--- src/rtl/tlu_emulator_pkg.sv ---
// Shared constants for the TLU emulator: FSM state encoding and synchronizer depth.
package tlu_emulator_pkg;

  typedef logic [1:0] state_t;

  localparam state_t ST_IDLE  = 2'd0;
  localparam state_t ST_TRIG  = 2'd1;
  localparam state_t ST_SHIFT = 2'd2;
  localparam state_t ST_RST   = 2'd3;

  localparam int SYNC_STAGES = 3;

endpackage

--- src/rtl/tlu_emulator_if.sv ---
// TLU trigger/busy/clock/reset handshake lines; master is the TLU side, slave the controller side.
interface tlu_emulator_if;

  logic TLU_CLOCK;
  logic TLU_BUSY;
  logic TLU_TRIGGER;
  logic TLU_RESET;

  modport master (
    input  TLU_CLOCK,
    input  TLU_BUSY,
    output TLU_TRIGGER,
    output TLU_RESET
  );

  modport slave (
    output TLU_CLOCK,
    output TLU_BUSY,
    input  TLU_TRIGGER,
    input  TLU_RESET
  );

endinterface

--- src/rtl/three_stage_synchronizer.sv ---
// Flop chain bringing an asynchronous level into the SYS_CLK domain.
module three_stage_synchronizer
  import tlu_emulator_pkg::*;
(
  input  logic SYS_CLK,
  input  logic SYS_RST,
  input  logic async_in,
  output logic sync_out
);

  logic [SYNC_STAGES-1:0] stages;

  always_ff @(posedge SYS_CLK) begin
    if (SYS_RST) stages <= '0;
    else         stages <= {stages[SYNC_STAGES-2:0], async_in};
  end

  assign sync_out = stages[SYNC_STAGES-1];

endmodule

--- src/rtl/tlu_emulator_trig_gen.sv ---
// Trigger request source: periodic tick generator, external request merge and veto counting.
module tlu_emulator_trig_gen (
  input  logic        SYS_CLK,
  input  logic        SYS_RST,
  input  logic        ENABLE,
  input  logic        TRIG_REQ,
  input  logic [15:0] PERIOD,
  input  logic        can_accept,
  output logic        req_accept,
  output logic [15:0] VETO_COUNT
);

  logic [15:0] period_cnt;
  logic        tick;
  logic        req;

  // >= rather than == so a PERIOD lowered below the running count still wraps promptly
  always_comb begin
    tick       = ENABLE && (PERIOD != 16'd0) && (period_cnt >= PERIOD - 16'd1);
    req        = ENABLE && (TRIG_REQ || tick);
    req_accept = req && can_accept;
  end

  always_ff @(posedge SYS_CLK) begin
    if (SYS_RST) begin
      period_cnt <= '0;
      VETO_COUNT <= '0;
    end else begin
      if (!ENABLE || (PERIOD == 16'd0) || tick) period_cnt <= '0;
      else                                      period_cnt <= period_cnt + 16'd1;
      if (req && !can_accept && (VETO_COUNT != 16'hFFFF))
        VETO_COUNT <= VETO_COUNT + 16'd1;
    end
  end

endmodule

--- src/rtl/tlu_emulator.sv ---
// TLU emulator top: trigger FSM, serial ID shift register and counters facing a tlu_controller.
module tlu_emulator
  import tlu_emulator_pkg::*;
#(
  parameter int TRIG_ID_WIDTH = 15,
  parameter int RESET_LEN     = 4
) (
  input  logic                     SYS_CLK,
  input  logic                     SYS_RST,
  input  logic                     ENABLE,
  input  logic                     TRIG_REQ,
  input  logic [15:0]              PERIOD,
  input  logic [15:0]              TIMEOUT,
  input  logic                     RESET_REQ,
  tlu_emulator_if.master           tlu,
  output logic [TRIG_ID_WIDTH-1:0] TRIG_ID,
  output logic [31:0]              TRIG_COUNT,
  output logic [15:0]              VETO_COUNT,
  output logic                     TIMEOUT_FLAG,
  output logic                     READY
);

  logic                   busy_s, clk_s, clk_s_d, clk_rise;
  state_t                 state, state_nxt;
  logic [TRIG_ID_WIDTH:0] sr, sr_nxt;
  logic [15:0]            wait_cnt, rst_cnt;
  logic                   rst_pend, rst_pend_nxt, rst_enter;
  logic                   can_accept, req_accept, timeout_hit;

  three_stage_synchronizer u_sync_busy (
    .SYS_CLK (SYS_CLK), .SYS_RST (SYS_RST), .async_in (tlu.TLU_BUSY),  .sync_out (busy_s)
  );

  three_stage_synchronizer u_sync_clk (
    .SYS_CLK (SYS_CLK), .SYS_RST (SYS_RST), .async_in (tlu.TLU_CLOCK), .sync_out (clk_s)
  );

  tlu_emulator_trig_gen u_trig_gen (
    .SYS_CLK    (SYS_CLK),
    .SYS_RST    (SYS_RST),
    .ENABLE     (ENABLE),
    .TRIG_REQ   (TRIG_REQ),
    .PERIOD     (PERIOD),
    .can_accept (can_accept),
    .req_accept (req_accept),
    .VETO_COUNT (VETO_COUNT)
  );

  // A pending reset outranks a trigger, so it also blocks acceptance
  assign can_accept   = (state == ST_IDLE) && !rst_pend && !(busy_s || clk_s);
  assign clk_rise     = clk_s && !clk_s_d;
  assign rst_enter    = (state == ST_IDLE) && rst_pend;
  assign rst_pend_nxt = RESET_REQ || (rst_pend && !rst_enter);

  always_comb begin
    state_nxt   = state;
    sr_nxt      = sr;
    timeout_hit = 1'b0;
    case (state)
      ST_IDLE: begin
        if (rst_pend) state_nxt = ST_RST;
        else if (req_accept) begin
          state_nxt = ST_TRIG;
          sr_nxt    = {TRIG_ID, 1'b0};
        end
      end
      ST_TRIG: begin
        if (busy_s) state_nxt = ST_SHIFT;
        else if ((TIMEOUT != 16'd0) && (({1'b0, wait_cnt} + 17'd1) == {1'b0, TIMEOUT})) begin
          state_nxt   = ST_IDLE;
          timeout_hit = 1'b1;
        end
      end
      ST_SHIFT: begin
        if (clk_rise) sr_nxt = {1'b0, sr[TRIG_ID_WIDTH:1]};
        if (!busy_s)  state_nxt = ST_IDLE;
      end
      ST_RST: begin
        if (rst_cnt == 16'(RESET_LEN - 1)) state_nxt = ST_IDLE;
      end
      default: state_nxt = ST_IDLE;
    endcase
  end

  // Line outputs are registered from next-state values so they move with the FSM
  always_ff @(posedge SYS_CLK) begin
    if (SYS_RST) begin
      state           <= ST_IDLE;
      sr              <= '0;
      clk_s_d         <= 1'b0;
      rst_pend        <= 1'b0;
      wait_cnt        <= '0;
      rst_cnt         <= '0;
      TRIG_ID         <= '0;
      TRIG_COUNT      <= '0;
      TIMEOUT_FLAG    <= 1'b0;
      READY           <= 1'b0;
      tlu.TLU_TRIGGER <= 1'b0;
      tlu.TLU_RESET   <= 1'b0;
    end else begin
      state    <= state_nxt;
      sr       <= sr_nxt;
      clk_s_d  <= clk_s;
      rst_pend <= rst_pend_nxt;
      wait_cnt <= (state == ST_TRIG) ? wait_cnt + 16'd1 : 16'd0;
      rst_cnt  <= (state == ST_RST)  ? rst_cnt + 16'd1  : 16'd0;
      if (rst_enter) TRIG_ID <= '0;
      else if (req_accept) TRIG_ID <= TRIG_ID + 1'b1;
      if (req_accept) TRIG_COUNT <= TRIG_COUNT + 32'd1;
      TIMEOUT_FLAG    <= timeout_hit;
      READY           <= (state_nxt == ST_IDLE) && !rst_pend_nxt && !(busy_s || clk_s);
      tlu.TLU_TRIGGER <= (state_nxt == ST_TRIG) || ((state_nxt == ST_SHIFT) && sr_nxt[0]);
      tlu.TLU_RESET   <= (state_nxt == ST_RST);
    end
  end

endmodule

--- src/flat_wrapper.sv ---
// flat-port wrapper written by rule: the top's interface ports become plain ports
module tlu_emulator_flat import tlu_emulator_pkg::*;
#(
  parameter int TRIG_ID_WIDTH = 15,
  parameter int RESET_LEN     = 4
)
  (SYS_CLK, SYS_RST, ENABLE, TRIG_REQ, PERIOD, TIMEOUT, RESET_REQ, TRIG_ID, TRIG_COUNT, VETO_COUNT, TIMEOUT_FLAG, READY, tlu_TLU_CLOCK, tlu_TLU_BUSY, tlu_TLU_TRIGGER, tlu_TLU_RESET);
  tlu_emulator_if tlu_i ();
  input  logic SYS_CLK;
  input  logic SYS_RST;
  input  logic ENABLE;
  input  logic TRIG_REQ;
  input  logic [15:0] PERIOD;
  input  logic [15:0] TIMEOUT;
  input  logic RESET_REQ;
  output logic [TRIG_ID_WIDTH-1:0] TRIG_ID;
  output logic [31:0] TRIG_COUNT;
  output logic [15:0] VETO_COUNT;
  output logic TIMEOUT_FLAG;
  output logic READY;
  input wire logic [$bits(tlu_i.TLU_CLOCK)-1:0] tlu_TLU_CLOCK;
  input wire logic [$bits(tlu_i.TLU_BUSY)-1:0] tlu_TLU_BUSY;
  output wire logic [$bits(tlu_i.TLU_TRIGGER)-1:0] tlu_TLU_TRIGGER;
  output wire logic [$bits(tlu_i.TLU_RESET)-1:0] tlu_TLU_RESET;
  assign tlu_i.TLU_CLOCK = tlu_TLU_CLOCK;
  assign tlu_i.TLU_BUSY = tlu_TLU_BUSY;
  assign tlu_TLU_TRIGGER = tlu_i.TLU_TRIGGER;
  assign tlu_TLU_RESET = tlu_i.TLU_RESET;
  tlu_emulator #(.TRIG_ID_WIDTH(TRIG_ID_WIDTH), .RESET_LEN(RESET_LEN)) u_core (.SYS_CLK(SYS_CLK), .SYS_RST(SYS_RST), .ENABLE(ENABLE), .TRIG_REQ(TRIG_REQ), .PERIOD(PERIOD), .TIMEOUT(TIMEOUT), .RESET_REQ(RESET_REQ), .tlu(tlu_i), .TRIG_ID(TRIG_ID), .TRIG_COUNT(TRIG_COUNT), .VETO_COUNT(VETO_COUNT), .TIMEOUT_FLAG(TIMEOUT_FLAG), .READY(READY));
endmodule
--- config.mk ---
export PLATFORM = sky130hd
export DESIGN_NAME = tlu_emulator_flat
export DESIGN_NICKNAME = d
export VERILOG_FILES = /design/src/rtl/tlu_emulator_pkg.sv /design/src/rtl/tlu_emulator_if.sv /design/src/rtl/three_stage_synchronizer.sv /design/src/rtl/tlu_emulator_trig_gen.sv /design/src/rtl/tlu_emulator.sv /design/src/flat_wrapper.sv
export SDC_FILE = /design/constraint.sdc
export NUM_CORES = 1
export LEC_CHECK = 0
export ABC_AREA = 1
export CAP_MARGIN = 20
export CORE_ASPECT_RATIO = 1.4
export CORE_MARGIN = 4
export CORE_UTILIZATION = 35
export CTS_BUF_LIST = sky130_fd_sc_hd__clkbuf_8
export CTS_CLUSTER_DIAMETER = 30
export DETAILED_ROUTE_END_ITERATION = 8
export GPL_TIMING_DRIVEN = 0
export PLACE_DENSITY_LB_ADDON = 0.12
export SETUP_SLACK_MARGIN = 0.05
export SKIP_LAST_GASP = 1
export SYNTH_ARGS = -nofsm -noshare
export SYNTH_HDL_FRONTEND = slang
export SYNTH_SLANG_ARGS = --single-unit
--- constraint.sdc ---
create_clock -name SYS_CLK -period 3.51 [get_ports SYS_CLK]
set_clock_uncertainty 0.05 [all_clocks]
set_input_delay 0.5265 -clock SYS_CLK [delete_from_list [all_inputs] [get_ports SYS_CLK]]
set_output_delay 0.5265 -clock SYS_CLK [all_outputs]
set_load 0.01 [all_outputs]
==> results of run 1 <==
layer usage:
metal	vias to the layer above	track usage (%)	part of all wire (%)
li1	3996	-	-
met1	3552	19.6	42
met2	128	33.2	52
met3	32	3.73	3.2
met4	0	6.24	2.3
met5	-	0	0
critical path, cell delays in order:
cell,delay [ns]
sky130_fd_sc_hd__buf_8,0.10
sky130_fd_sc_hd__nor2_4,0.11
sky130_fd_sc_hd__nand2_4,0.06
sky130_fd_sc_hd__nor3_4,0.14
sky130_fd_sc_hd__nand2_2,0.09
sky130_fd_sc_hd__nor2_4,0.10
sky130_fd_sc_hd__nand2_2,0.06
sky130_fd_sc_hd__or3_4,0.38
sky130_fd_sc_hd__nor2_4,0.10
sky130_fd_sc_hd__nand3b_1,0.09
sky130_fd_sc_hd__xnor2_1,0.14
sky130_fd_sc_hd__inv_1,0.09
sky130_fd_sc_hd__ha_4,0.27
sky130_fd_sc_hd__nand4_1,0.09
sky130_fd_sc_hd__nor3_1,0.15
sky130_fd_sc_hd__nand2_1,0.12
sky130_fd_sc_hd__nand2_2,0.11
sky130_fd_sc_hd__nand2_4,0.08
sky130_fd_sc_hd__a21boi_4,0.16
sky130_fd_sc_hd__buf_12,0.14
sky130_fd_sc_hd__nand3b_4,0.09
sky130_fd_sc_hd__nor2_4,0.19
sky130_fd_sc_hd__buf_6,0.13
sky130_fd_sc_hd__nand2_2,0.04
sky130_fd_sc_hd__o21ai_1,0.13
sky130_fd_sc_hd__nor2_1,0.06
cell usage after synthesis, drive strengths merged (6+ instances only):
cell	n
nor2	169
inv	148
nand4	26
xnor2	12
clkbuf	11
buf	9
nand2	225
o21a	6
a21oi	88
or2	7
nand3	72
dfxtp	141
xor2	28
nor4	14
and3	6
nor3	41
ha	23
o21bai	7
o21ai	51
nor3b	6
sequential cells by signal, summed over array words and instances, names as in the netlist:
register / cells
u_core.READY: 1
u_core.TIMEOUT_FLAG: 1
u_core.TRIG_COUNT: 32
u_core.TRIG_ID: 15
u_core.clk_s_d: 1
u_core.rst_cnt: 16
u_core.rst_pend: 1
u_core.sr: 16
u_core.state: 2
u_core.tlu.TLU_RESET: 1
u_core.tlu.TLU_TRIGGER: 1
u_core.u_sync_busy.stages: 3
u_core.u_sync_clk.stages: 3
u_core.u_trig_gen.VETO_COUNT: 16
u_core.u_trig_gen.period_cnt: 16
u_core.wait_cnt: 16
kinds of logic (layout without fill, tap and decap cells):
group	Yosys count	count (layout)	share of synthesized area, %
XOR/XNOR	42	42	5.19
adder cells (fa/ha/maj)	23	23	3.76
flip-flops	141	141	36.9
AND/OR/NAND/NOR	571	571	33.4
AO/OA/AOI/OAI	168	168	12.2
buffers and inverters	169	358	8.52
power by group through the flow:
stage	combinational [mW]	clock, mW	sequential, mW
after floorplan	0.377	0	1.72
after global placement	0.624	0	1.72
after detailed placement	0.623	0	1.72
after CTS	0.863	1.36	1.68
after global routing	1.06	1.42	1.69
final	0.991	1.31	1.68
metrics by stage:
step / cell area, um2 / setup slack, ns
floorplan: 7660 / 0.0564
global placement: 9080 / -1.11
detailed placement: 9080 / -1.16
CTS: 10100 / -0.174
global route: 10600 / -0.150
finish: 10600 / 0.0358
final cells by class:
cell class / instances / area [um2]
Fill cell: 2150 / 10700
Multi-Input combinational cell: 804 / 4680
Sequential cell: 141 / 2820
Timing Repair Buffer: 160 / 1640
Inverter: 149 / 564
Tap cell: 292 / 365
Clock buffer: 20 / 275
Buffer: 19 / 170
Clock inverter: 10 / 118
final timing paths:
path | startpoint | endpoint
worst min register to register | u_core.u_sync_clk.stages[0] | u_core.u_sync_clk.stages[1]
worst max-delay path | PERIOD[1] | u_core.TRIG_COUNT[23]
worst min-delay path | u_core.u_sync_clk.stages[0] | u_core.u_sync_clk.stages[1]
worst max register to register | u_core.wait_cnt[0] | u_core.tlu.TLU_TRIGGER
timing repair:
action                                 4_1_cts  5_1_grt
pin swaps                                   31       49
setup buffers                               36       18
setup endpoints to repair                   95       99
gates resized for setup                    100      126
gates cloned                                 4        2
endpoints found under the hold margin        0        0
==> results.md, run 1 <==
- Proportion of layout cells with a drive suffix above 1: between 10% and 20%
- Aggregate global routing overflow: 0
- Leakage power figure: 4.00 nW
- Final period demand of the worst path: 3.47 ns
- Total track usage: approximately 18%
- CTS HTree Levels: 4
- Setup Crit Path Kind: input pin to flip-flop
- Std-Cell Rows: 63
- Largest area contributor in the synthesized netlist: sky130_fd_sc_hd__dfxtp_1
- Maximum number of pins on one net before global-route repair: 17
- Placed wire-length estimate after detailed placement: between 15 and 20 mm
- Commonest cells after routing, fill and taps aside: 191 x sky130_fd_sc_hd__nand2_1, 145 x sky130_fd_sc_hd__nor2_1, 143 x sky130_fd_sc_hd__inv_1, 141 x sky130_fd_sc_hd__dfxtp_1, 98 x sky130_fd_sc_hd__clkdlybuf4s50_1
- Class of the worst hold path: flip-flop to flip-flop
- Total Nets Final: between 1000 and 1500
- RSZ-0062 raised after global routing: true
- Worst Path Max Fanout: 6
- Number of nets with antenna violations after routing: 0
- Number of top-level pins: 106
- Max-slew violation total from the final report: 0
- Sinks on the clock net: around 140
- Post-synth cell types: 50
- Largest cells by area after synthesis: sky130_fd_sc_hd__dfxtp_1 37%, sky130_fd_sc_hd__nand2_1 11%, sky130_fd_sc_hd__nor2_1 7.9%
- Share of power burned in combinational logic: 24.9%
- First-pass GRT wire length: 35.2 mm
- Yosys reg bits: 141
- Syn. warnings: 0
- Worst voltage drop across the vdd grid: 228 uV
- Critical path capture point type: flip-flop
- Transition time at the pin with the least slew margin: 0.926 ns
- Cells on Worst Hold Path: 2
- Syn Area/Cell: ~6.9 um2
- WL per Instance: ~14 um
- Depth of the most critical reg-to-reg path: 15
- Share of flip-flops with an asynchronous set or reset after synthesis: 0%
- Post-Route Hold Slack: around 0.36 ns
- Share of the yosys chip area belonging to registers: 36.9%
- Per-cell via count in the routed design: 4.83
- Number of endpoints with negative hold slack in the final report: 0
- RePlAce Congestion: 0.869
- Number of antenna diodes: 0
- Power per cell area: 374 nW/um2
- Die Outline Area: 24300 um2
- Number of enable flip-flop cells after synthesis: 0
- Synthesized net count: 1176
- Sum of internal, switching and leakage power: 3.98 mW
- Number of placed cells counting well taps: 1511
- Number of buffers added by the clock tree synthesis step: 17
- Post-detailed-routing wire length: between 20 and 25 mm
- Overall die height: around 180 um
- Total via count in the routed design: 7708
- Non-Filler Instances: 1595
- Core Util, Final: 49.8%
- Core area: 21400 um2
- Relative slew margins: 37.7%
- Max Fclk: 0.288 GHz
- Data arrival time of the worst path: 3.77 ns
- Portion of synthesized cell area occupied by the leading cell type: 36.9%
- Number of antenna violations at the first check in global routing: 0
- Crit start category: input pin
- Leading register cell type out of synthesis: sky130_fd_sc_hd__dfxtp_1
- Max Cap Viol: 0
- Hold buffers post-CTS: 0
- Clock tree from TritonCTS: yes
- Die span in x: 133 um
- Proportion of power drawn by flip-flops and latches: between 40 and 50%
- Insertion delay to the later sink of the worst-skew pair: about 0.45 ns
- Initial Utilization: between 30% and 40%
- Clock slew at reported path FFs: 0.08 ns
- Fraction of power spent switching nets: 30.4%
- R2R setup slack: 0.91 ns
- Summed negative setup slack over all endpoints: 0 ns
- Power share of the clock group: 32.9%
- Endpoint required time on the critical path: between 3 and 4 ns
- Cell chosen for the clock root: sky130_fd_sc_hd__clkbuf_8
- Status: finished, final reports clean
- Switching Power: 1.21 mW
- Number of port buffers: about 110
- Cell Int Power: 2.77 mW
- Final setup violation count: 0
- DRC: 0
- First DRT Iteration DRCs: 360
- Commonest non-fill, non-tap cell in the layout: sky130_fd_sc_hd__nand2_1
- Longest Clk Path Bufs: 2
- Portion of the clock cycle consumed by the worst path in the final layout: 99.0%
- Layout area overhead: 39.1%
- Post-synthesis cell count: 1114
- Number of iterations in the first detailed-routing pass: 5
- Cell Area, Synth: about 7600 um2
- Number of global-route vias before repair: approximately 7500
No activity file was read; power rests on OpenSTA's default activity.
==> run 2: changes to the inputs <==
PLACE_DENSITY_LB_ADDON = 0.25   (was 0.12)
==> run 2 against run 1 <==
Die area stayed put. Routed wire length fell by 4.0%. Flip-flop and latch count stayed put. Register-to-register slack is essentially flat. Largest cell class unchanged.
==> results.md, run 2 (same netlist as run 1, synthesis figures left out) <==
- Switching Power: 1.18 mW
- Die Outline Area: 24300 um2
- Status: finished, final reports clean
- Class of the worst hold path: flip-flop to flip-flop
- Max Cap Viol: 0
- Proportion of power drawn by flip-flops and latches: roughly 45%
- Commonest cells after routing, fill and taps aside: 212 x sky130_fd_sc_hd__nand2_1, 145 x sky130_fd_sc_hd__inv_1, 145 x sky130_fd_sc_hd__nor2_1, 141 x sky130_fd_sc_hd__dfxtp_1, 99 x sky130_fd_sc_hd__clkdlybuf4s50_1
- WL per Instance: about 14 um
- First-pass GRT wire length: 34.7 mm
- Data arrival time of the worst path: 3.75 ns
- Commonest non-fill, non-tap cell in the layout: sky130_fd_sc_hd__nand2_1
- DRC: 0
- Critical-path cell list: clkdlybuf4s50_1, nor2_2, nand2_1, or3_4, buf_4, xnor2_1, inv_1, ha_1, nand2_1, o21bai_1, a21oi_2, nor2_2, nand2_1, nand2_2, a21boi_4, buf_12, nand3b_4, nor2_4, buf_6, a21oi_2, o21a_1
- Max stage delay on crit path: between 0.4 and 0.5 ns
- Maximum number of pins on one net before global-route repair: 17
- Max-slew violation total from the final report: 0
- Final setup violation count: 0
- Placed wire-length estimate after detailed placement: 16.0 mm
- Total Nets Final: 1331
- Final period demand of the worst path: approximately 3.4 ns
- Per-cell via count in the routed design: around 4.8
- Number of global-route vias before repair: ~7400
- Initial Utilization: around 36%
- Max Fclk: 0.291 GHz
- Core area: 21400 um2
- Die span in x: 133 um
- Register with the most flip-flops: u_core.TRIG_COUNT
- Depth of the most critical reg-to-reg path: 14
- Clock tree from TritonCTS: yes
- RSZ-0062 raised after global routing: true
- Number of nets with antenna violations after routing: 0
- Worst-path cell with the longest stage delay: sky130_fd_sc_hd__clkdlybuf4s50_1
- Number of iterations in the first detailed-routing pass: 6
- Number of buffers added by the clock tree synthesis step: 17
- Number of top-level pins: 106
- Clock slew at reported path FFs: 0.09 ns
- Hold buffers post-CTS: 0
- Proportion of layout cells with a drive suffix above 1: between 10% and 20%
- Critical path capture point type: flip-flop
- Insertion delay to the later sink of the worst-skew pair: 0.45 ns
- RePlAce Congestion: 0.906
- Setup Crit Path Kind: input pin to flip-flop
- Core Util, Final: approximately 48%
- Fraction of power spent switching nets: 31.3%
- Share of power burned in combinational logic: 23.6%
- Power share of the clock group: approximately a third
- Worst Path Max Fanout: 7
- Number of endpoints with negative hold slack in the final report: 0
- Portion of the clock cycle consumed by the worst path in the final layout: 98.1%
- Number of port buffers: 105
- Cell Int Power: 2.59 mW
- Cell chosen for the clock root: sky130_fd_sc_hd__clkbuf_8
- Overall die height: roughly 180 um
- Number of placed cells counting well taps: 1511
- Leakage power figure: ~3.8 nW
- Sum of internal, switching and leakage power: 3.77 mW
- First DRT Iteration DRCs: roughly 330
- Number of antenna violations at the first check in global routing: 0
- Crit start category: input pin
- Worst voltage drop across the vdd grid: 240 uV
- Sinks on the clock net: between 100 and 150
- Endpoint required time on the critical path: 3.82 ns
- Relative slew margins: 24.4%
- Longest Clk Path Bufs: 2
- Design Area, Final: 10200 um2
- Power per cell area: 369 nW/um2
- Layout area overhead: 33.5%
- Flip-flop count of the largest register after layout: 32
- Post-detailed-routing wire length: 21.3 mm
- Std-Cell Rows: 63
- Placed instance area: 9080 um2
- Transition time at the pin with the least slew margin: 1.12 ns
- Number of antenna diodes: 0
- Aggregate global routing overflow: 0
- Cells on Worst Hold Path: 2
- Total track usage: between 10% and 20%
- Critical Path Most Common Cell: sky130_fd_sc_hd__nand2_1
- CTS HTree Levels: 4
- Non-Filler Instances: roughly 1600
- Total via count in the routed design: 7595
## run 2: power by group through the flow
stage,sequential (mW),clock [mW],combinational (mW)
6_report,1.68,1.20,0.889
5_1_grt,1.69,1.31,0.964
4_1_cts,1.68,1.24,0.764
3_5_place_dp,1.72,0,0.613
3_3_place_gp,1.72,0,0.615
2_1_floorplan,1.72,0,0.377
## run 2: per-layer routing
metal	up-vias	wire, um	GRT usage, %
li1	3955	-	-
met1	3455	9070	19.9
met2	144	10800	31.7
met3	41	816	3.43
met4	0	573	6.66
met5	-	0	0
## run 2: final timing paths
path | endpoint | slack (ns) | startpoint
setup / recovery | u_core.TRIG_COUNT[19] | 0.07 | PERIOD[6]
hold / removal | u_core.u_sync_busy.stages[1] | 0.35 | u_core.u_sync_busy.stages[0]
setup reg to reg | u_core.READY | 0.91 | u_core.wait_cnt[0]
hold reg to reg | u_core.u_sync_busy.stages[1] | 0.35 | u_core.u_sync_busy.stages[0]
## run 2: layout make-up
cell class / instances / area, um2
Fill cell: 2165 / 11200
Multi-Input combinational cell: 804 / 4570
Sequential cell: 141 / 2820
Timing Repair Buffer: 136 / 1370
Inverter: 149 / 562
Tap cell: 292 / 365
Clock buffer: 18 / 248
Buffer: 20 / 163
Clock inverter: 13 / 104
## run 2: repair_timing
action / CTS / global route
endpoints found under the setup margin: 93 / 92
setup buffers: 18 / 13
gates resized for setup: 90 / 86
pin swaps: 27 / 39
endpoints found under the hold margin: 0 / 0
gates cloned: 1 / 2
## run 2: stage by stage
stage	setup TNS (ns)	hold WS (ns)	setup slack (ns)
6_report	0	0.354	0.0678
5_1_grt	-3.10	0.371	-0.169
4_1_cts	-1.39	0.356	-0.116
3_5_place_dp	-81.29	0.344	-1.08
3_3_place_gp	-81.27	0.339	-1.10
2_1_floorplan	0	0.338	0.0564
## run 2: critical path, delay by kind of cell
kind | cells | cell delay [ns]
AND/OR/NAND/NOR | 9 | 1.17
AO/OA/AOI/OAI | 5 | 0.68
adder cells (fa/ha/maj) | 1 | 0.29
buffers and inverters | 5 | 0.92
XOR/XNOR | 1 | 0.13
==> edit 1 (flow settings as in run 2) <==
Remove the register `TIMEOUT_FLAG`: a continuous assignment takes its place, so the output `TIMEOUT_FLAG` follows one clock earlier.
--- a/src/rtl/tlu_emulator.sv
+++ b/src/rtl/tlu_emulator.sv
@@ -93,7 +93,6 @@
       rst_cnt         <= '0;
       TRIG_ID         <= '0;
       TRIG_COUNT      <= '0;
-      TIMEOUT_FLAG    <= 1'b0;
       READY           <= 1'b0;
       tlu.TLU_TRIGGER <= 1'b0;
       tlu.TLU_RESET   <= 1'b0;
@@ -107,12 +106,13 @@
       if (rst_enter) TRIG_ID <= '0;
       else if (req_accept) TRIG_ID <= TRIG_ID + 1'b1;
       if (req_accept) TRIG_COUNT <= TRIG_COUNT + 32'd1;
-      TIMEOUT_FLAG    <= timeout_hit;
       READY           <= (state_nxt == ST_IDLE) && !rst_pend_nxt && !(busy_s || clk_s);
       tlu.TLU_TRIGGER <= (state_nxt == ST_TRIG) || ((state_nxt == ST_SHIFT) && sr_nxt[0]);
       tlu.TLU_RESET   <= (state_nxt == ST_RST);
     end
   end
 
+  assign TIMEOUT_FLAG = timeout_hit;
+
 endmodule
 
Formal check against the unedited RTL: not equivalent (Yosys sat finds a counterexample within 4 cycles, from zero or initial values and one cycle with SYS_RST high).
==> edit 1 against run 2 <==
Die area grew 1.3%; via count grew 1.3%; worst setup slack gained 0.15 ns; power shrank 1.5%; sequential cell count shrank 1; cell count grew 1.1%; wire length shrank 0.35%; count of clock-buffer cells in the layout is the same; final area shrank 3.1%; first-iteration DRC count grew 14%; area after synthesis grew 1.4%.
==> edit 1: results <==
group,metric,value,unit
drt,detailedRoute.firstPassIterationCount,5,
synth,yosysSeqAreaShare,36.15,%
setup_path,setup.worst_path.end,"TIMEOUT_FLAG",
synth,synth.top_cells.by_area,"sky130_fd_sc_hd__dfxtp_1 36%, sky130_fd_sc_hd__nand2_1 11%, sky130_fd_sc_hd__nor2_1 7.8%, sky130_fd_sc_hd__inv_1 7.3%, sky130_fd_sc_hd__a21oi_1 5.4%",
power,power_report.internal_total,2600,uW
place,placed_standard_cell_area,9180,um2
global_route,gr-usage-met2,32.08,%
layout,design.final.nets,1343,
run_status,outcome,"finished clean",
setup_path,worst_ep_arrival_time,2.71,ns
global_route,initial_antenna_violation_count,1,
layout,register_area,2804,um2
clock_network,post_cts.repair.setup_buffers,19,
global_route,global_route_met1_usage,20.18,%
place,post_place_cells,1542,
synth,synthesis.nets,1202,
place,post-dp-hpwl,15990,um
global_route,grtUsageMet3,3.113,%
drt,drt_iter0_markers,376,
global_route,grt_pass1_wl,35040,um
drt,detailroute.wirelength.met3,798,um
clock_network,cts.repair.resized,50,
place,routabilityCongestion,0.8704,
drt,finalWirelength,21210,um
setup_path,critPathMaxFanout,8,
synth,postSynthCellCount,1140,
timing,worst_margin_pin_slew,0.7617,ns
power,power.static_leakage,0.003633,uW
power,seqPwrFrac,45.0,%
drt,maxUsedRoutingLayer,"met5",
power,power_frac_comb,18.5,%
setup_path,crit-reg2reg-capture,"u_core.TRIG_ID[7]",
min_path,timing.hold.worst_endpoint,"u_core.u_sync_clk.stages[1]",
[edit 1: cell types whose count changed after synthesis, moves of 6 or more]
cell	change
sky130_fd_sc_hd__nor3b_1	+10
sky130_fd_sc_hd__nand3_1	+9
sky130_fd_sc_hd__nor2_2	+7
sky130_fd_sc_hd__nor3_1	+7
sky130_fd_sc_hd__nand2_1	+6
[edit 1: kinds of logic after synthesis]
logic type | Yosys count | synth area share [%]
fa+ha+maj | 23 | 3.712
flops | 140 | 36.15
compound gates | 153 | 10.78
xor+xnor | 40 | 4.697
simple gates | 608 | 35.75
buf+inv | 176 | 8.909
[edit 1: final cells by class]
type / count / area share [%]
plain buffers: 21 / 1.303
clock buffers: 18 / 2.505
clock inverters: 13 / 1.544
inverters: 155 / 5.884
multi-input cells: 824 / 44.69
flip-flops and latches: 140 / 28.36
well taps: 297 / 3.758
repair buffers: 122 / 11.96
[edit 1: stage by stage]
| step | hold WS, ns | worst slack (ns) |
|---|---|---|
| finish | 0.3554 | 0.2220 |
| global route | 0.3815 | 0.05387 |
| CTS | 0.3534 | 0.05328 |
| detailed placement | 0.3474 | -0.9529 |
| global placement | 0.3398 | -0.9386 |
| floorplan | 0.3383 | 0.1006 |
[edit 1: worst max-delay path: stages, from the launching register on]
cell                            delay [ns]
sky130_fd_sc_hd__dfxtp_2              0.35
sky130_fd_sc_hd__ha_1                 0.22
sky130_fd_sc_hd__nand2_1              0.13
sky130_fd_sc_hd__nor2_4               0.09
sky130_fd_sc_hd__or2_2                0.27
sky130_fd_sc_hd__nand2_1              0.11
sky130_fd_sc_hd__or2_1                0.13
sky130_fd_sc_hd__nand4_1              0.09
sky130_fd_sc_hd__a211oi_1             0.24
sky130_fd_sc_hd__nand3_1              0.10
sky130_fd_sc_hd__nor3b_1              0.22
sky130_fd_sc_hd__dlygate4sd2_1        0.30
==> edit 2 (config.mk and constraints of run 2) <==
Made on the original files. `TRIG_ID_WIDTH` is set to 15 in 2 places; all go to 30.
--- a/src/rtl/tlu_emulator.sv
+++ b/src/rtl/tlu_emulator.sv
@@ -2,7 +2,7 @@
 module tlu_emulator
   import tlu_emulator_pkg::*;
 #(
-  parameter int TRIG_ID_WIDTH = 15,
+  parameter int TRIG_ID_WIDTH = 30,
   parameter int RESET_LEN     = 4
 ) (
   input  logic                     SYS_CLK,
--- a/src/flat_wrapper.sv
+++ b/src/flat_wrapper.sv
@@ -1,7 +1,7 @@
 // flat-port wrapper written by rule: the top's interface ports become plain ports
 module tlu_emulator_flat import tlu_emulator_pkg::*;
 #(
-  parameter int TRIG_ID_WIDTH = 15,
+  parameter int TRIG_ID_WIDTH = 30,
   parameter int RESET_LEN     = 4
 )
   (SYS_CLK, SYS_RST, ENABLE, TRIG_REQ, PERIOD, TIMEOUT, RESET_REQ, TRIG_ID, TRIG_COUNT, VETO_COUNT, TIMEOUT_FLAG, READY, tlu_TLU_CLOCK, tlu_TLU_BUSY, tlu_TLU_TRIGGER, tlu_TLU_RESET);
Ports: changed (resized TRIG_ID); port bits go from 106 to 121. The function was not compared with the original's and may differ.
==> edit 2 against run 2 <==
Via count increased by 26%; largest cell class unchanged; critical path type unchanged; wire length increased by 30%; critical path depth increased by 2; area after synthesis increased by 23%; worst setup slack improved by 0.095 ns; first-iteration DRC count increased by 53%; sequential cell count increased by 30; power increased by 19%; hold slack improved by 0.0054 ns; non-clock buffer count increased by 13; final area increased by 17%.
==> edit 2: results <==
group,metric,value,unit
clock_network,clockRootBuffer,"sky130_fd_sc_hd__clkbuf_8",
synth,warnings_from_yosys,0,
global_route,global_route.usage.total,18.33,%
clock_network,ctsHtreeMaxLevel,4,
synth,synth_async_reset_ratio,0,%
global_route,number_of_global_route_vias_before_repair,9065,
synth,yosysSeqAreaShare,36.36,%
drt,detailedRoute.firstPassIterationCount,5,
clock_network,cts_buffers,17,
setup_path,critPathSlowestCell,"sky130_fd_sc_hd__ha_4",
place,placed_standard_cell_area,11070,um2
min_path,worstHoldPathType,"register to register",
global_route,initial_antenna_violation_count,0,
setup_path,cpLargestDelayFamily,"simple AND/OR/NAND/NOR gates",
place,routabilityCongestion,0.9032,
synth,synthesis.nets,1465,
setup_path,worstReg2RegStart,"u_core.TRIG_COUNT[0]",
drt,drt_iter0_markers,508,
place,post-dp-hpwl,21130,um
clock_network,clock_transition_at_path_regs,0.10,ns
global_route,grt_pass1_wl,44440,um
power,power.static_leakage,0.004329,uW
drt,drt-vias-per-instance,4.946,
clock_network,max-clock-path-buffers,2,
layout,final_layout_size_suffix_gt1_share,9.108,%
run_status,outcome,"finished clean",
synth,synth.top_cells.by_area,"sky130_fd_sc_hd__dfxtp_1 36%, sky130_fd_sc_hd__nand2_1 12%, sky130_fd_sc_hd__nor2_1 7.5%, sky130_fd_sc_hd__inv_1 7.1%, sky130_fd_sc_hd__a21oi_1 6.1%",
timing,setup_viol,0,
setup_path,reg2reg_depth,14,
drt,finalWirelength,27740,um
synth,yosysUniqueCellTypes,45,
min_path,timing.hold.worst.start,"u_core.u_sync_busy.stages[0]",
layout,top_regs,"u_core.TRIG_COUNT (32), u_core.sr (31), u_core.TRIG_ID (30)",
setup_path,critPathMaxFanout,7,
synth,ys_dominant_reg_cell,"sky130_fd_sc_hd__dfxtp_1",
place,portBuffers,120,
layout,design.final.nets,1619,
setup_path,worst_ep_arrival_time,3.69,ns
clock_network,clkLatencyLatePin,0.49,ns
power,peakVddDrop,0.2319,mV
place,dp_worst_setup_slack,-1.160,ns
place,post_place_cells,1883,
layout,antennaDiodeCount,0,
setup_path,cp_max_stage_delay,0.28,ns
synth,postSynthCellCount,1403,
layout,instances_no_fill,1930,
timing,worst_margin_pin_slew,0.6691,ns
min_path,holdPathStages,2,
global_route,pin_count_of_the_biggest_net_entering_global_routing,17,
synth,synth.top_cells.by_count,"304 x sky130_fd_sc_hd__nand2_1, 187 x sky130_fd_sc_hd__nor2_1, 177 x sky130_fd_sc_hd__inv_1",
layout,fillCellCount,2708,
setup_path,worstSetupStartpoint,"PERIOD[1]",
-- edit 2: path summary, 6_finish.rpt --
| kind | slack (ns) | to |
|---|---|---|
| worst max-delay path | 0.16 | u_core.TRIG_ID[11] |
| worst min-delay path | 0.36 | u_core.u_sync_busy.stages[1] |
| worst max register to register | 1.15 | u_core.TRIG_COUNT[24] |
| worst min register to register | 0.36 | u_core.u_sync_busy.stages[1] |
-- edit 2: power by group --
part	leakage [uW]	internal, uW	total, uW	switching, uW
clock network	0.000215	691	1490	801
registers	0.00138	1980	2030	44.5
logic	0.00273	353	947	594
-- edit 2: layout make-up --
type / count / area (um2) / share of cell area [%]
flip-flops and latches: 171 / 3423 / 28.63
inverters: 182 / 685.7 / 5.735
clock buffers: 19 / 261.5 / 2.187
multi-input cells: 1016 / 5369 / 44.90
well taps: 360 / 450.4 / 3.767
clock inverters: 13 / 157.7 / 1.319
plain buffers: 34 / 235.2 / 1.967
repair buffers: 135 / 1374 / 11.49
-- edit 2: what timing repair did --
item	CTS	global route
gates resized for setup	40	74
cloned	1	1
setup endpoints to repair	129	127
buffers inserted	7	6
pin swaps	0	20
-- edit 2: logic make-up (layout without fill, tap and decap cells) --
logic type | count (synthesis) | after routing | synth area share [%]
AO/OA/AOI/OAI | 203 | 203 | 11.44
XOR/XNOR | 50 | 50 | 4.651
adder cells (fa/ha/maj) | 23 | 23 | 3.057
buffers and inverters | 216 | 383 | 9.063
flip-flops | 171 | 171 | 36.36
AND/OR/NAND/NOR | 740 | 740 | 35.43
-- edit 2: layer usage --
metal  GRT usage [%]  part of all wire (%)
met1           20.68                    43
met2           33.84                    51
met3           3.499                   3.6
met4           6.960                   2.9
met5               0                     0
-- edit 2: per-stage QoR --
stage           TNS, ns  hold slack (ns)  total power (uW)
2_1_floorplan         0           0.3383              2585
4_1_cts         -0.5656           0.3569              4474
3_5_place_dp    -112.93           0.3469              2893
5_1_grt        -0.08076           0.3763              4687
6_report              0           0.3594              4467
3_3_place_gp    -112.06           0.3416              2886
-- edit 2: worst min-delay path, stage by stage, from the launching register on --
cell and delay, ns:
sky130_fd_sc_hd__dfxtp_1 0.31, sky130_fd_sc_hd__inv_1 0.04, sky130_fd_sc_hd__nor2_1 0.03
